<file path="src/rtl/riscv_pkg.sv">
// Shared RV64I types and sizes used by the integer register file.
package riscv_pkg;
    localparam int XLEN       = 64;
    localparam int NREGS      = 32;
    localparam int REG_ADDR_W = 5;

    typedef logic [REG_ADDR_W-1:0] reg_addr_t;
    typedef logic [XLEN-1:0]       xlen_t;
endpackage

</file>
<file path="src/rtl/regfile_if.sv">
// Decode read ports, Writeback write port and the retired-write counter of the regfile.
interface regfile_if
    import riscv_pkg::*;
#(
    parameter int XLEN = riscv_pkg::XLEN,
    parameter int AW   = riscv_pkg::REG_ADDR_W
);
    logic [AW-1:0]   A1_D;
    logic [AW-1:0]   A2_D;
    logic [XLEN-1:0] RD1_D;
    logic [XLEN-1:0] RD2_D;
    logic            RegWrite_W;
    logic [AW-1:0]   Rd_W;
    logic [XLEN-1:0] Result_W;
    logic [63:0]     WriteCount;

    modport master (
        output A1_D, A2_D, RegWrite_W, Rd_W, Result_W,
        input  RD1_D, RD2_D, WriteCount
    );

    modport slave (
        input  A1_D, A2_D, RegWrite_W, Rd_W, Result_W,
        output RD1_D, RD2_D, WriteCount
    );
endinterface

</file>
<file path="src/rtl/regfile_rdport.sv">
// One combinational read port: stored value, x0 and reset force zero.
// Same-cycle write-through forwarding only when REGFILE_BYPASS_EN is defined.
module regfile_rdport
    import riscv_pkg::*;
#(
    parameter int XLEN  = riscv_pkg::XLEN,
    parameter int NREGS = riscv_pkg::NREGS,
    parameter int AW    = $clog2(NREGS)
) (
    input  logic                       rst,
    input  logic [AW-1:0]              i_addr,
    input  logic [NREGS-1:0][XLEN-1:0] i_regs,
    input  logic                       i_we,
    input  logic [AW-1:0]              i_wa,
    input  logic [XLEN-1:0]            i_wd,
    output logic [XLEN-1:0]            o_data
);
`ifdef REGFILE_BYPASS_EN
    logic w_fwd;
    assign w_fwd = i_we && (i_wa != '0) && (i_wa == i_addr);
`else
    logic w_unused_wr;
    assign w_unused_wr = ^{i_we, i_wa, i_wd};
`endif

    always_comb begin
        o_data = i_regs[i_addr];
`ifdef REGFILE_BYPASS_EN
        if (w_fwd)
            o_data = i_wd;
`endif
        // zero wins over forwarding so x0 and in-reset reads are always 0
        if (rst || i_addr == '0)
            o_data = '0;
    end
endmodule

</file>
<file path="src/rtl/regfile.sv">
// RV64I integer register file: 32x64 storage, two read ports, one write port, write counter.
// Optional build macro: REGFILE_BYPASS_EN (same-cycle WB-to-Decode forwarding).
module regfile
    import riscv_pkg::*;
#(
    parameter int XLEN  = riscv_pkg::XLEN,
    parameter int NREGS = riscv_pkg::NREGS
) (
    input logic      clk,
    input logic      rst,
    regfile_if.slave bus
);
    localparam int AW     = $clog2(NREGS);
    localparam int NPORTS = 2;

    logic [NREGS-1:0][XLEN-1:0]  r_regs;
    logic [63:0]                 r_count;
    logic                        w_we;
    logic [NPORTS-1:0][AW-1:0]   w_addr;
    logic [NPORTS-1:0][XLEN-1:0] w_rd;

    // Rd_W/Result_W may be X while RegWrite_W is low; the AND keeps w_we clean
    assign w_we = bus.RegWrite_W && (bus.Rd_W != '0);

    always_ff @(posedge clk or posedge rst) begin
        if (rst) begin
            r_regs  <= '0;
            r_count <= '0;
        end else if (w_we) begin
            r_regs[bus.Rd_W] <= bus.Result_W;
            r_count          <= r_count + 64'd1;
        end
    end

    assign w_addr[0] = bus.A1_D;
    assign w_addr[1] = bus.A2_D;

    genvar g;
    generate
        for (g = 0; g < NPORTS; g++) begin : g_rdport
            regfile_rdport #(
                .XLEN  (XLEN),
                .NREGS (NREGS),
                .AW    (AW)
            ) u_rdport (
                .rst    (rst),
                .i_addr (w_addr[g]),
                .i_regs (r_regs),
                .i_we   (bus.RegWrite_W),
                .i_wa   (bus.Rd_W),
                .i_wd   (bus.Result_W),
                .o_data (w_rd[g])
            );
        end
    endgenerate

    assign bus.RD1_D      = w_rd[0];
    assign bus.RD2_D      = w_rd[1];
    assign bus.WriteCount = r_count;
endmodule
</file>
<file path="src/flat_wrapper.sv">
// flat-port wrapper written by rule: the top's interface ports become plain ports
module regfile_flat import riscv_pkg::*;
#(
    parameter int XLEN  = riscv_pkg::XLEN,
    parameter int NREGS = riscv_pkg::NREGS
)
  (clk, rst, bus_A1_D, bus_A2_D, bus_RegWrite_W, bus_Rd_W, bus_Result_W, bus_RD1_D, bus_RD2_D, bus_WriteCount);
  regfile_if #(.XLEN(XLEN)) bus_i ();
  input logic clk;
  input logic rst;
  input wire logic [$bits(bus_i.A1_D)-1:0] bus_A1_D;
  input wire logic [$bits(bus_i.A2_D)-1:0] bus_A2_D;
  input wire logic [$bits(bus_i.RegWrite_W)-1:0] bus_RegWrite_W;
  input wire logic [$bits(bus_i.Rd_W)-1:0] bus_Rd_W;
  input wire logic [$bits(bus_i.Result_W)-1:0] bus_Result_W;
  output wire logic [$bits(bus_i.RD1_D)-1:0] bus_RD1_D;
  output wire logic [$bits(bus_i.RD2_D)-1:0] bus_RD2_D;
  output wire logic [$bits(bus_i.WriteCount)-1:0] bus_WriteCount;
  assign bus_i.A1_D = bus_A1_D;
  assign bus_i.A2_D = bus_A2_D;
  assign bus_i.RegWrite_W = bus_RegWrite_W;
  assign bus_i.Rd_W = bus_Rd_W;
  assign bus_i.Result_W = bus_Result_W;
  assign bus_RD1_D = bus_i.RD1_D;
  assign bus_RD2_D = bus_i.RD2_D;
  assign bus_WriteCount = bus_i.WriteCount;
  regfile #(.XLEN(XLEN), .NREGS(NREGS)) u_core (.clk(clk), .rst(rst), .bus(bus_i));
endmodule
</file>
<file path="config.mk">
export PLATFORM = sky130hd
export DESIGN_NAME = regfile_flat
export DESIGN_NICKNAME = d
export VERILOG_FILES = /design/src/rtl/riscv_pkg.sv /design/src/rtl/regfile_if.sv /design/src/rtl/regfile_rdport.sv /design/src/rtl/regfile.sv /design/src/flat_wrapper.sv
export SDC_FILE = /design/constraint.sdc
export NUM_CORES = 2
export LEC_CHECK = 0
export CORE_MARGIN = 5
export CORE_UTILIZATION = 60
export DETAILED_ROUTE_END_ITERATION = 10
export PLACE_DENSITY = 0.87
export SLEW_MARGIN = 20
export SYNTH_ARGS = -nofsm -noshare
export SYNTH_HDL_FRONTEND = slang
export SYNTH_SLANG_ARGS = --single-unit
export TNS_END_PERCENT = 30
</file>
<file path="constraint.sdc">
create_clock -name clk -period 118 [get_ports clk]
set_input_delay 23.6 -clock clk [delete_from_list [all_inputs] [get_ports clk]]
set_output_delay 23.6 -clock clk [all_outputs]
set_load 0.03 [all_outputs]
</file>
## Word level (Yosys, flattened, before mapping)

Cells that the tools add are included.

| cells by class | value |
|---|---|
| add/sub/neg operators | 1 |
| order comparisons | 4 |
| multiplexer cells | 9 |
| reductions and logical operators | 7 |

Operators by type and width:

| operator | count |
|---|---|
| 2048-bit bitwise mux | 1 |
| 64-bit binary-select mux with 5-bit select | 2 |
| 64-bit demux with 5-bit select | 1 |
| 64-bit 2-to-1 mux | 5 |
| 64-bit by 1-bit adder with 64-bit output, second input constant | 1 |
| 5-bit by 6-bit less-than comparator with 1-bit output, second input constant | 3 |
| 5-bit zero test | 2 |
| 5-bit by 1-bit >= comparator with 1-bit output, second input constant | 1 |
| 5-bit nonzero test | 1 |
| 1-bit logical AND | 2 |
| 1-bit logical OR | 2 |

| word-level totals | value |
|---|---|
| register bits | 2112 |
| bits of input ports | 82 |
| output and inout bits | 192 |
| logic and storage cells | 54 |

## Logic depth before layout (Yosys ltp)

| depth | value |
|---|---|
| depth after elaboration | 5 |
| gate-level depth with buffers | 9 |
| gate-level depth less buffers | 6 |

## By module

A second synthesis with hierarchy kept.

| second synthesis, totals | value |
|---|---|
| cell total of the unflattened synthesis | 7183 |
| area, all modules | 112271.4 sq um |

By module, submodules not included:

| module | times used | cells an instance | area an instance (sq um) | sequential area each (sq um) |
|---|---|---|---|---|
| regfile | 1 | 4829 | 79049.6 | 52850.7 |
| regfile_rdport | 2 | 1177 | 16610.9 | 0.0 |

## Worst setup path before layout

Ideal clock, no wire load.

| path | value |
|---|---|
| kind | input-to-output |
| start point | input port rst |
| end point | output port bus_RD1_D[0] |
| arrival | 77.062 ns |
| required time | 94.400 ns |
| slack | 17.338 ns |
| stages on the path | 4 |
| path buffers | 0 |
| cells stage by stage | inv_1 > nand3_1 > o22ai_1 > or2_2 |

| between the ends | value |
|---|---|
| cells in the longest elaborated chain, start to end | 2 |

RTL lines:

| element | RTL line | source |
|---|---|---|
| from (decl) | flat_wrapper.sv:10 | `input logic rst;` |
| 1-bit logical OR | regfile_rdport.sv:33 | `if (rst \|\| i_addr == '0)` |
| 64-bit 2-to-1 mux | regfile_rdport.sv:33 |  |
| to (decl) | flat_wrapper.sv:16 | `output wire logic [$bits(bus_i.RD1_D)-1:0] bus_RD1_D;` |

No other way between the ends.

## Final worst setup path

| path | value |
|---|---|
| start point | input port bus_A1_D[1] |
| end point | output port bus_RD1_D[47] |

| between the ends | value |
|---|---|
| cells in the longest elaborated chain, start to end | 3 |
| elaborated cells on any way between the ends | 5 |
| those cells by class | mux: 3; reduce/logical: 2 |

RTL lines:

| element | RTL line | source |
|---|---|---|
| from (decl) | flat_wrapper.sv:11 | `input wire logic [$bits(bus_i.A1_D)-1:0] bus_A1_D;` |
| 64-bit binary-select mux with 5-bit select or 5-bit zero test (tied branches) | regfile_rdport.sv:27, regfile_rdport.sv:33 |  |
| 64-bit 2-to-1 mux (not written as such) or 1-bit logical OR (tied branches) | regfile_rdport.sv:27, regfile_rdport.sv:33 |  |
| 64-bit 2-to-1 mux (*) | regfile_rdport.sv:33 |  |

Every way passes the cells marked *; elsewhere a longest branch is shown, timed or not. The select of a mux whose other input is x is not followed.

==> results.ini <==
[min_path]
hold_depth = 0
hold_path.class = reg2reg
hold_end = u_core.r_regs[20]
worstHoldStart = u_core.r_regs[20]

[synthesis]
syn_area_per_cell_um2 = 15.6
synth_area_leaders = dfrtp_1 (48%), mux4_2 (21%), mux2_2 (20%), mux2i_1 (4.7%), clkbuf_1 (1.7%)
synth_edf_count = 0
syn_area_um2 = 111000
yosys_most_used_dff = dfrtp_1
syn_nets = 7196
synth_top_area_cell = dfrtp_1
ys_ff_latch = 2112
ys_async_sr_fraction_pct = 100
synth-seq-area-share_pct = 47.7
ys_types = 52
yosysWarnings = 0
syn_inst = 7113
synth.top_cell.area_share_pct = 47.7

[pwr]
p_per_area_nw_per_um2 = 17.2
p_leak_nw = 53.7
ir_worst_vdd_mv = 0.0162
finalPower_w = 0.00211

[clock_tree]
postCtsHoldBufs = 0
clk_path_buf_depth = 3
cts_tree = done
clk_pin_slew_ps = 60
cts_resized = 0
clock_sinks = 2112
htreeDepth = 4
root_buffer = clkbuf_16
cts_made_buffers = 213
cts_setup_buffers = 0
clk_latency_ps = 860

[placement]
gp_congestion = 0.813
dpl.hpwl_um = 171000
dp_cells = 9181
io_buffers = 273

[drt]
wire_per_inst_um = 32.7
drt-initial-drc-count = 8108
viasPerCell = 7.22
drc = 0
vias = 69300
antenna_left = 0
dr.pass1.iters = 6
routed_wl_um = 314000

[timing]
fin_setup_tns_ps = 0
worstMarginPinSlew_ps = 1260
fin_crit_sh_pct = 43.9
slew-limit-headroom_pct = 15.9
clock_skew_ps = 7.03
period_minus_slack_ps = 51820
slew_violations = 0
fmax_mhz = 19.3
hold_viol = 0
rsz0062_at_grt = false
setup_viol = 0

[floorplanning]
die_w_um = 440
ios = 274
die_area_um2 = 193000
chipHeight_um = 440
fp-row-count = 157
core_um2 = 183000
initial_utilization_pct = 60.4

[worst_setup_path]
rr_endpoint = u_core.bus.WriteCount[48]
timing.rr.start = u_core.bus.WriteCount[0]
r2r_cells = 6
ff2ff_setup_slack_ps = 115520
critical-path-top-delay-family = buffers and inverters
crit_slowest_cell = buf_4
cp_common_cell = buf_4
worstPathCellList = buf_8, buf_12, buf_4, buf_4, mux4_2, mux2i_1, o22ai_1, or2_2, clkdlybuf4s50_1
max_stage_delay_ps = 810
arrival_ps = 28220
crit_path_start = bus_A1_D[1]
cp.buffers_inverters = 5
cp-end-kind = output pin
cp-start-kind = primary input
crit_type = in2out
path_max_fanout = 143
cp.required_ps = 94400

[cells_and_area]
area.sequential_um2 = 52900
fin_nets = 7017
layout-drive-gt1-share_pct = 50.7
multi_input_area_um2 = 54900
final_cells = 9595
area_growth_pct = 10.4
nFillCells = 12000

[global_routing]
grt_usage_pct = 32.6
antenna_found_initial = 20
grt_pass1_vias = 73100
grt_pass1_wl_um = 473000
gr-total-overflow = 0
grt_max_degree = 200

[status]
status = finished, final reports clean

[flow_run]
drv_cap = 0

==> Yosys cell counts (3+ instances only) <==
| library cell | number |
|---|---|
| a21oi_1 | 4 |
| and3_1 | 7 |
| and4_1 | 4 |
| buf_1 | 62 |
| buf_2 | 225 |
| buf_4 | 3 |
| clkbuf_1 | 502 |
| dfrtp_1 | 2112 |
| inv_1 | 12 |
| mux2_1 | 59 |
| mux2_2 | 1927 |
| mux2i_1 | 519 |
| mux4_2 | 1015 |
| nand2_1 | 48 |
| nand2b_1 | 3 |
| nand3_1 | 31 |
| nand3b_1 | 6 |
| nand4_1 | 16 |
| nor2_1 | 39 |
| nor2_2 | 5 |
| nor3_1 | 18 |
| nor3_2 | 7 |
| nor3b_1 | 6 |
| nor4_1 | 6 |
| o21ai_0 | 4 |
| o221ai_1 | 3 |
| o22ai_1 | 252 |
| or2_2 | 124 |
| xnor2_1 | 27 |
| xor2_1 | 36 |
==> metrics by stage <==
| stage | worst slack, ps | area, um^2 | hold slack [ps] | utilization (%) |
|---|---|---|---|---|
| 6_report | 66180 | 122000 | 395 | 66.7 |
| 3_5_place_dp | 66330 | 115000 | 382 | 62.6 |
| 3_3_place_gp | 66330 | 115000 | 376 | 62.5 |
| 4_1_cts | 66320 | 122000 | 397 | 66.7 |
| 2_1_floorplan | 17340 | 111000 | 441 | - |
| 5_1_grt | 66140 | 122000 | 408 | 66.7 |
==> layout by cell type (no fill, tap or decap), types with 18 or more instances in the layout <==
master | netlist | routed
mux2_2 | 1927 | 1927
nand3_1 | 31 | 30
clkdlybuf4s50_1 | 0 | 266
nand2_1 | 48 | 28
clkbuf_16 | 0 | 215
o22ai_1 | 252 | 252
xor2_1 | 36 | 36
mux4_2 | 1015 | 1015
dfrtp_1 | 2112 | 2112
clkinv_2 | 0 | 36
clkbuf_1 | 502 | 41
or2_2 | 124 | 124
nand2_4 | 0 | 20
buf_4 | 3 | 104
mux2_1 | 59 | 59
mux2i_1 | 519 | 519
nor3_1 | 18 | 18
clkbuf_8 | 0 | 60
bufinv_16 | 0 | 22
xnor2_1 | 27 | 27
nor2_1 | 39 | 31
==> area by class of cell <==
| class | count | area share (%) |
|---|---|---|
| clock inverter | 80 | 0.928 |
| antenna | 16 | 0.0327 |
| multi-input combinational | 4195 | 44.9 |
| tap | 2464 | 2.52 |
| clock buffer | 316 | 5.20 |
| sequential | 2112 | 43.2 |
| timing repair buffer | 399 | 3.22 |
| inverter | 13 | 0.0460 |
==> report_power, final <==
part / switching (W) / leakage (nW) / internal (W)
Combinational: 0.000172 / 22.9 / 0.000258
Clock: 0.000300 / 3.69 / 0.000422
Sequential: 0.000102 / 27.2 / 0.000858
==> sequential cells by signal, summed over array words and instances, names as in the netlist <==
| name | count |
|---|---|
| u_core.r_regs | 2048 |
| u_core.bus.WriteCount | 64 |
==> metal layers <==
metal | global-route usage [%] | wire length [um]
met5 | 0 | 42
met1 | 42.9 | 116000
met3 | 7.16 | 28400
met2 | 51.7 | 151000
met4 | 16.9 | 18200
==> kinds of logic (layout without fill, tap and decap cells) <==
| kind of cell | after synthesis | count (layout) | share of synthesized area (%) |
|---|---|---|---|
| DFF | 2112 | 2112 | 47.7 |
| and+or+nand+nor | 338 | 338 | 1.75 |
| adders and majority gates | 1 | 1 | 0.0113 |
| other | 0 | 16 | 0 |
| AOI/OAI and AO/OA | 273 | 273 | 1.59 |
| muxes | 3520 | 3520 | 45.5 |
| buffers and inverters | 806 | 808 | 3.00 |
| xor gates and xnor gates | 63 | 63 | 0.498 |
==> worst max-delay path by stage <==
stage,end,slack [ps],depth (start not counted)
6_report,bus_RD1_D[47],66180,9
5_1_grt,bus_RD2_D[56],66140,8
4_1_cts,bus_RD1_D[47],66320,9
3_5_place_dp,bus_RD1_D[47],66330,9
3_3_place_gp,bus_RD1_D[47],66330,9
2_1_floorplan,bus_RD1_D[0],17340,4
(Power assumes the default switching activity.)
